### config.mk
export PLATFORM = sky130hd
export DESIGN_NAME = yiq_composite_encoder
export DESIGN_NICKNAME = d
export VERILOG_FILES = /design/src/rtl/yiq_composite_encoder.sv
export SDC_FILE = /design/constraint.sdc
export NUM_CORES = 1
export LEC_CHECK = 0
export BUFFER_PORTS_ARGS = -buffer_cell sky130_fd_sc_hd__buf_4
export CAP_MARGIN = 20
export CORE_MARGIN = 2
export CORE_UTILIZATION = 40
export DETAILED_ROUTE_END_ITERATION = 6
export GPL_ROUTABILITY_DRIVEN = 0
export PLACE_DENSITY_LB_ADDON = 0.12
export SLEW_MARGIN = 20
export SYNTH_ARGS = -nofsm -noshare
export SYNTH_HDL_FRONTEND = slang
export SYNTH_SLANG_ARGS = --single-unit
export TNS_END_PERCENT = 30
### constraint.sdc
create_clock -name clk -period 2.3 [get_ports clk]
set_clock_uncertainty 0.05 [all_clocks]
set_input_delay 0.69 -clock clk [delete_from_list [all_inputs] [get_ports clk]]
set_output_delay 0.69 -clock clk [all_outputs]
set_load 0.01 [all_outputs]
### src/rtl/yiq_composite_encoder.sv
// Offset-binary YIQ to 8-bit NTSC composite at 4x fsc: luma plus quadrature chroma,
// with sync, blanking, colour burst and per-line subcarrier inversion. Two-stage pipeline.
module yiq_composite_encoder #(
    parameter logic [7:0] SYNC_LVL    = 8'd0,
    parameter logic [7:0] BLANK_LVL   = 8'd64,
    parameter logic [7:0] BURST_AMP   = 8'd20,
    parameter logic [7:0] BURST_START = 8'd8,
    parameter logic [7:0] BURST_LEN   = 8'd36
) (
    input  logic       clk,
    input  logic       rst,
    input  logic [7:0] y,
    input  logic [7:0] i,
    input  logic [7:0] q,
    input  logic       de,
    input  logic       hsync,
    input  logic       vsync,
    output logic [7:0] composite,
    output logic       out_de,
    output logic       out_hsync
);

    typedef enum logic [1:0] {
        CLS_BLANK  = 2'd0,
        CLS_ACTIVE = 2'd1,
        CLS_BURST  = 2'd2,
        CLS_SYNC   = 2'd3
    } cls_t;

    logic [7:0] pc;
    logic [1:0] ph;
    logic       alt;
    logic       hs_prev;
    logic       vs_prev;

    logic       hs_fall;
    logic       hs_rise;
    logic       vs_rise;
    logic [7:0] pc_cur;
    logic [1:0] ph_cur;
    logic       alt_cur;
    logic [1:0] e_ph;

    assign hs_fall = hs_prev & ~hsync;
    assign hs_rise = ~hs_prev & hsync;
    assign vs_rise = ~vs_prev & vsync;

    // Line counters as seen by the sample currently on the inputs; the registers
    // hold these same values one cycle later.
    always_comb begin
        pc_cur = pc;
        if (hsync)
            pc_cur = 8'hFF;
        else if (hs_fall)
            pc_cur = 8'd0;
        else if (pc != 8'hFF)
            pc_cur = pc + 8'd1;
        ph_cur  = hs_fall ? 2'd0 : ph + 2'd1;
        alt_cur = vs_rise ? 1'b0 : (hs_rise ? ~alt : alt);
    end

    assign e_ph = ph_cur + {alt_cur, 1'b0};

    always_ff @(posedge clk or posedge rst) begin
        if (rst) begin
            pc      <= 8'hFF;
            ph      <= 2'd0;
            alt     <= 1'b0;
            hs_prev <= 1'b0;
            vs_prev <= 1'b0;
        end else begin
            pc      <= pc_cur;
            ph      <= ph_cur;
            alt     <= alt_cur;
            hs_prev <= hsync;
            vs_prev <= vsync;
        end
    end

    logic        [9:0] y3;
    logic        [9:0] luma;
    logic signed [8:0] i_off;
    logic signed [8:0] q_off;
    logic signed [8:0] i_half;
    logic signed [8:0] q_half;
    logic signed [8:0] chroma_sel;
    logic        [7:0] burst_val;
    logic        [8:0] burst_end;
    logic              in_burst;
    cls_t              cls_next;

    assign y3     = {2'b00, y} + {1'b0, y, 1'b0};
    assign luma   = {2'b00, BLANK_LVL} + (y3 >> 2);
    assign i_off  = $signed({1'b0, i}) - 9'sd128;
    assign q_off  = $signed({1'b0, q}) - 9'sd128;
    assign i_half = i_off >>> 1;
    assign q_half = q_off >>> 1;

    assign burst_end = {1'b0, BURST_START} + {1'b0, BURST_LEN};
    assign in_burst  = ({1'b0, pc_cur} >= {1'b0, BURST_START}) && ({1'b0, pc_cur} < burst_end);

    always_comb begin
        chroma_sel = i_half;
        burst_val  = BLANK_LVL;
        case (e_ph)
            2'd0: begin
                chroma_sel = i_half;
                burst_val  = BLANK_LVL + BURST_AMP;
            end
            2'd1: chroma_sel = q_half;
            2'd2: begin
                chroma_sel = -i_half;
                burst_val  = BLANK_LVL - BURST_AMP;
            end
            default: chroma_sel = -q_half;
        endcase
    end

    // Burst outranks de: a pixel arriving inside the burst window is dropped.
    always_comb begin
        cls_next = CLS_BLANK;
        if (hsync || vsync)
            cls_next = CLS_SYNC;
        else if (in_burst)
            cls_next = CLS_BURST;
        else if (de)
            cls_next = CLS_ACTIVE;
    end

    logic        [9:0] luma_r;
    logic signed [8:0] chroma_r;
    logic        [7:0] burst_r;
    cls_t              cls_r;
    logic              de_r;
    logic              hs_r;

    always_ff @(posedge clk or posedge rst) begin
        if (rst) begin
            luma_r   <= 10'd0;
            chroma_r <= 9'sd0;
            burst_r  <= 8'd0;
            cls_r    <= CLS_BLANK;
            de_r     <= 1'b0;
            hs_r     <= 1'b0;
        end else begin
            luma_r   <= luma;
            chroma_r <= chroma_sel;
            burst_r  <= burst_val;
            cls_r    <= cls_next;
            de_r     <= de;
            hs_r     <= hsync;
        end
    end

    logic signed [9:0] sum;
    logic        [7:0] active_val;
    logic        [7:0] comp_next;

    assign sum = $signed(luma_r) + $signed({chroma_r[8], chroma_r});

    always_comb begin
        active_val = sum[7:0];
        if (sum < 10'sd0)
            active_val = 8'd0;
        else if (sum > 10'sd255)
            active_val = 8'd255;
    end

    always_comb begin
        comp_next = BLANK_LVL;
        case (cls_r)
            CLS_SYNC:   comp_next = SYNC_LVL;
            CLS_BURST:  comp_next = burst_r;
            CLS_ACTIVE: comp_next = active_val;
            default:    comp_next = BLANK_LVL;
        endcase
    end

    always_ff @(posedge clk or posedge rst) begin
        if (rst) begin
            composite <= BLANK_LVL;
            out_de    <= 1'b0;
            out_hsync <= 1'b0;
        end else begin
            composite <= comp_next;
            out_de    <= de_r;
            out_hsync <= hs_r;
        end
    end

endmodule

## Word level (Yosys, flattened, before mapping)

Index checks and enable logic that the tools add are counted.

- $add $sub $neg: 10
- Magnitude comparators: 4
- Equality and inequality tests: 6
- Muxes and demuxes: 14
- Bitwise gates (word level): 7
- Reduce and logical (&&, ||, !) cells: 3

Operators by type and width:

| operator | number |
|---|---|
| 8-bit 2-to-1 mux | 5 |
| 9-bit case mux with 3 select lines | 1 |
| 8-bit case mux with 3 select lines | 1 |
| 8-bit negation with 9-bit output | 2 |
| 8-bit by 8-bit subtractor with 9-bit output (second input constant) | 2 |
| 7-bit case mux with 2 select lines | 1 |
| 10-bit by 9-bit adder with 10-bit output | 1 |
| 8-bit by 9-bit adder with 10-bit output | 1 |
| 10-bit by 9-bit > comparator with 1-bit output (second input constant) | 1 |
| 10-bit by 1-bit < comparator with 1-bit output (second input constant) | 1 |
| 7-bit by 8-bit adder with 9-bit output (first input constant) | 1 |
| 8-bit by 1-bit adder with 8-bit output (second input constant) | 1 |
| 8-bit by 4-bit greater-or-equal comparator with 1-bit output (second input constant) | 1 |
| 8-bit by 6-bit < comparator with 1-bit output (second input constant) | 1 |
| 8-bit != test (second input constant) | 1 |
| 2-bit equality test (second input constant) | 3 |
| 2-bit 2-to-1 mux | 3 |
| 2-bit by 1-bit equality test with 1-bit output (second input constant) | 2 |
| 1-bit NOT | 4 |
| 1-bit AND | 3 |
| 1-bit 2-to-1 mux | 3 |
| 2-bit by 1-bit adder with 2-bit output (second input constant) | 1 |
| 2-bit adder | 1 |
| 2-bit logical NOT | 1 |
| 2 further kinds | 2 |

- Register bits after elaboration: 52
- Input bits: 29
- Output and inout bits: 10
- Word-level logic and storage cells: 57

## Depth between registers and ports, before layout

- Word-level depth: 8
- Depth in mapped cells: 9
- Mapped depth without buffers: 9

## Worst setup path before layout

Ideal clock, no wire load.

- Path type: input to register
- Start point: in y[1]
- End point: reg luma_r[7]
- Setup time: 0.126 ns
- Arrival time: 2.179 ns
- Data required time: 2.124 ns
- Slack: -0.055 ns
- Stages: 8
- Path buffers: 0
- Path through: ha_1 > a31o_2 > a21oi_1 > o21ai_0 > nor2_1 > o21bai_1 > xor2_1 > ha_1

- Longest elaborated chain between the ends: 2

Ends and longest elaborated chain:

| what | RTL line | source |
|---|---|---|
| start: declaration | 12 | `input logic [7:0] y,` |
| 8-bit by 9-bit adder with 10-bit output | 92 | `assign y3 = {2'b00, y} + {1'b0, y, 1'b0};` |
| 7-bit by 8-bit adder with 9-bit output | 93 | `assign luma = {2'b00, BLANK_LVL} + (y3 >> 2);` |
| net luma[7] | 81 | `logic [9:0] luma;` |
| end signal: assignment | 146 | `luma_r <= luma;` |
| end: declaration | 130 | `logic [9:0] luma_r;` |

The timed path passes the listed nets, and every way through them passes these cells.

## Worst setup path in the final report

- Start point: reg pc[1]
- End point: reg cls_r[0]

- Longest elaborated chain between the ends: 8
- Elaborated cells between the ends (all ways): 10
- Those cells by class: add/sub (1); order compare (2); eq/ne (1); mux (5); reduce/logical (1)

Ends and longest elaborated chain:

| what | RTL line | source |
|---|---|---|
| start: declaration | 30 | `logic [7:0] pc;` |
| start signal: assignment | 72 | `pc <= pc_cur;` |
| 8-bit by 1-bit adder with 8-bit output or 8-bit != test (tied branches) | 57, 56 |  |
| 8-bit 2-to-1 mux (*) | 56 | `else if (pc != 8'hFF)` |
| 8-bit 2-to-1 mux (*) | 54 | `else if (hs_fall)` |
| 8-bit 2-to-1 mux (*) | 52 | `if (hsync)` |
| 8-bit by 4-bit greater-or-equal comparator with 1-bit output or 8-bit by 6-bit < comparator with 1-bit output (tied branches) | 100 | `assign in_burst = ({1'b0, pc_cur} >= {1'b0, BURST_START}) && ({1'b0, pc_cur} < burst_end);` |
| 1-bit logical AND (*) | 100 |  |
| 2-bit 2-to-1 mux (*) | 124 | `else if (in_burst)` |
| 2-bit 2-to-1 mux (*) | 122 | `if (hsync \|\| vsync)` |
| net cls_next[0] | 90 | `cls_t cls_next;` |
| end signal: assignment | 149 | `cls_r <= cls_next;` |
| end: declaration | 133 | `cls_t cls_r;` |

The timed path passes the listed nets; every way through them passes the cells marked *.

==> results.md <==
* Lkg Pwr at roughly 1.7 nW
* First-pass detailed-route iteration total at 4
* Main synth FF type: dfrtp_1
* H-tree levels at 2
* R2R setup slack at around 0.16 ns
* Clock share of power at between 15 and 20%
* Clock Path Buffers at 2
* Grt total ovfl at 0
* Crit Path Max Fanout at 3
* Min Hold Slack at 0.314 ns
* Clock sinks at 48
* Ant diodes at 0
* Most instantiated library cell after synthesis: dfrtp_1
* RR Endpoint: cls_r[0]$_DFF_PP0_
* Setup TNS at 0 ns
* Outcome: completed
* DR vias/cell at slightly below 5
* Synth top area share at 34.6%
* Die X-Extent at 88.0 um
* EDFF count, synth at 0
* Worst Path Arrival at 2.28 ns
* Crit path required time at 2.44 ns
* Iteration-0 DRC Markers at between 50 and 60
* Syn Area/Cell at 10.2 um^2
* Warnings from Yosys at 0
* Synth cell count leaders: dfrtp_1 (39), nor2_1 (23), ha_1 (20)
* DR vias at 2121
* RSZ-0062 raised after global routing: false
* WS Path Type: register to register
* FF+latch count, synth at 48
* Sw Ratio at 35.4%
* Worst vdd ir at 0.320 mV
* Placed Instance Area at 0.00338 mm^2
* NetSw at 1.19 mW
* Post-synth ARST share at 100%
* Sequential-to-total area share from yosys stat at approximately 43%
* Clock Latency Late Sink at 0.30 ns
* Fmax at between 400 and 500 MHz
* Hold Vio Cnt, Final at 0
* Clk root buf: clkbuf_8
* Fill cells at ~640
* Final instance area at between 0.003 and 0.004 mm^2
* Routed Antenna Nets at 0
* PD cells at 955 mW/mm^2
* R2r startpoint: pc[1]$_DFF_PP1_
* Period Utilization, post-route at just over 90%
* IO Count at 39
* Fin nets at 392
* Worst Setup SP: pc[1]$_DFF_PP1_
* Post-synth top area cell: dfrtp_1
* Routed WL at 5240 um
* I/O Buffers at 36
* Dpl hpwl at 4210 um
* Crit start category: register
* CTS Buf Count at 5
* Leading post-synthesis cells by cell area: dfrtp_1 (35%), ha_1 (8.9%), dfstp_2 (8.4%)
* Mapped cell area at 0.00282 mm^2
* Pre-CTS setup slack at -0.230 ns
* All-Layer GR Usage at 15.1%
* Net count after synthesis at around 330
* Final Util at 51.7%
* Path category of the worst min-delay check: register to register
* Cell-internal power at 2.17 mW
* Number of core rows at 30
* Seq pwr share at between 30% and 40%
* DR DRC count at 0
* Antenna violations before repair at 0
* Post-route setup slack at about 0.16 ns
* P&R area growth vs syn at 24.5%
* Comb power frac at 47.7%
* Worst-Margin Slew at around 0.57 ns
* Final Max Slew Viols at 0
* Post-DR wirelength/cell at 12.0 um
* Die footprint at 0.00774 mm^2
* Final setup vio count at 0
* Largest net degree at the start of global routing at 49
* Mapped Cells at between 200 and 300
* Height of the die at 88.0 um
* CTS tree: yes
* Slew Limit Headroom at 62.1%
* Core ar. at 0.00679 mm^2
* Post-synthesis cell type count at 50
* Vias in the first global route at 2097
* First-pass GRT wire length at 9110 um
* Crit path capture type: register
* Layout cells sized above 1 at between 30% and 40%
* Initial core utilization at 41.5%
* Post-route minimum period at around 2.1 ns
* MaxCap Viol Count at 0
* Critical path endpoint: cls_r[0]$_DFF_PP0_
* Clock slew at reported path FFs at 0.09 ns
* Number of cells on the worst reg-to-reg path at 8
placed cells by master (no fill, tap or decap), types with 7 or more instances in the layout:
master,synthesis,layout
nor2_1,23,23
xnor2_1,18,18
ha_1,20,18
nand2_1,16,16
dfstp_2,9,9
mux2i_1,11,11
nor2b_1,8,7
xor2_1,8,8
o21ai_0,11,11
buf_4,0,62
o21ai_1,9,8
dfrtp_1,39,39
inv_1,18,17
a21oi_1,16,15
how the worst min path moves through the flow:
stage                     slack, ns           start  depth (start not counted)          endpoint
after floorplan                0.28  de_r$_DFF_PP0_                          0  out_de$_DFF_PP0_
after global placement         0.28  de_r$_DFF_PP0_                          0  out_de$_DFF_PP0_
after detailed placement       0.30  de_r$_DFF_PP0_                          0  out_de$_DFF_PP0_
after CTS                      0.32  de_r$_DFF_PP0_                          0  out_de$_DFF_PP0_
after global routing           0.32  de_r$_DFF_PP0_                          0  out_de$_DFF_PP0_
final                          0.31  de_r$_DFF_PP0_                          0  out_de$_DFF_PP0_
through the flow:
stage	std cells	power, mW
global placement	429	2.77
detailed placement	429	2.79
global route	438	3.65
floorplan	277	2.29
finish	438	3.35
CTS	437	3.40
worst max-delay path, cell delays in order (launching register included):
cell and delay [ns]:
dfstp_2 0.55, ha_2 0.18, nand3_1 0.10, buf_4 0.15, a31oi_1 0.14, a211o_2 0.16, a21bo_2 0.23, a2111oi_4 0.37
o21ai_1 0.09
flip-flops by register name (all words and copies together) (netlist names):
signal,flops
chroma_r,9
luma_r,9
composite,8
pc,8
burst_r,4
cls_r,2
ph,2
alt,1
de_r,1
hs_r,1
out_de,1
out_hsync,1
vs_prev,1
power groups by stage:
stage	sequential (mW)	clock [mW]	combinational (mW)
floorplan	1.19	0	1.10
global placement	1.18	0	1.59
detailed placement	1.18	0	1.60
CTS	1.17	0.620	1.61
global route	1.18	0.649	1.82
finish	1.16	0.596	1.60
layer usage:
layer / up-vias / global-route usage (%) / share of wire, % / wire length, um
li1: 1087 / - / - / -
met1: 992 / 18.9 / 47 / 2460
met2: 34 / 25.8 / 48 / 2510
met3: 8 / 2.45 / 3.2 / 168
met4: 0 / 6.29 / 1.9 / 99
met5: - / 0 / 0 / 0
area by class of cell:
cell class                      instances  area, um^2  share of cell area [%]
Timing Repair Buffer                   62         465                    13.3
Inverter                               19        71.3                    2.03
Clock inverter                          3        42.5                    1.21
Sequential cell                        48        1210                    34.5
Tap cell                               96         120                    3.42
Clock buffer                            5        68.8                    1.96
Multi-Input combinational cell        205        1530                    43.6
cell families (layout without fill, tap and decap cells):
| logic type | count (synthesis) | after routing | synth area share (%) |
|---|---|---|---|
| compound gates | 61 | 61 | 14.4 |
| fa+ha+maj | 22 | 22 | 10.3 |
| flops | 48 | 48 | 43.0 |
| mux | 13 | 13 | 5.50 |
| simple gates | 83 | 83 | 14.9 |
| buf+inv | 24 | 89 | 3.86 |
| xor+xnor | 26 | 26 | 8.08 |
what timing repair did:
item | 4_1_cts | 5_1_grt
resized for setup | 0 | 5
setup buffers | 0 | 1
setup endpoints to repair | 0 | 17
hold buffers | 0 | 0
(Power assumes the default switching activity.)
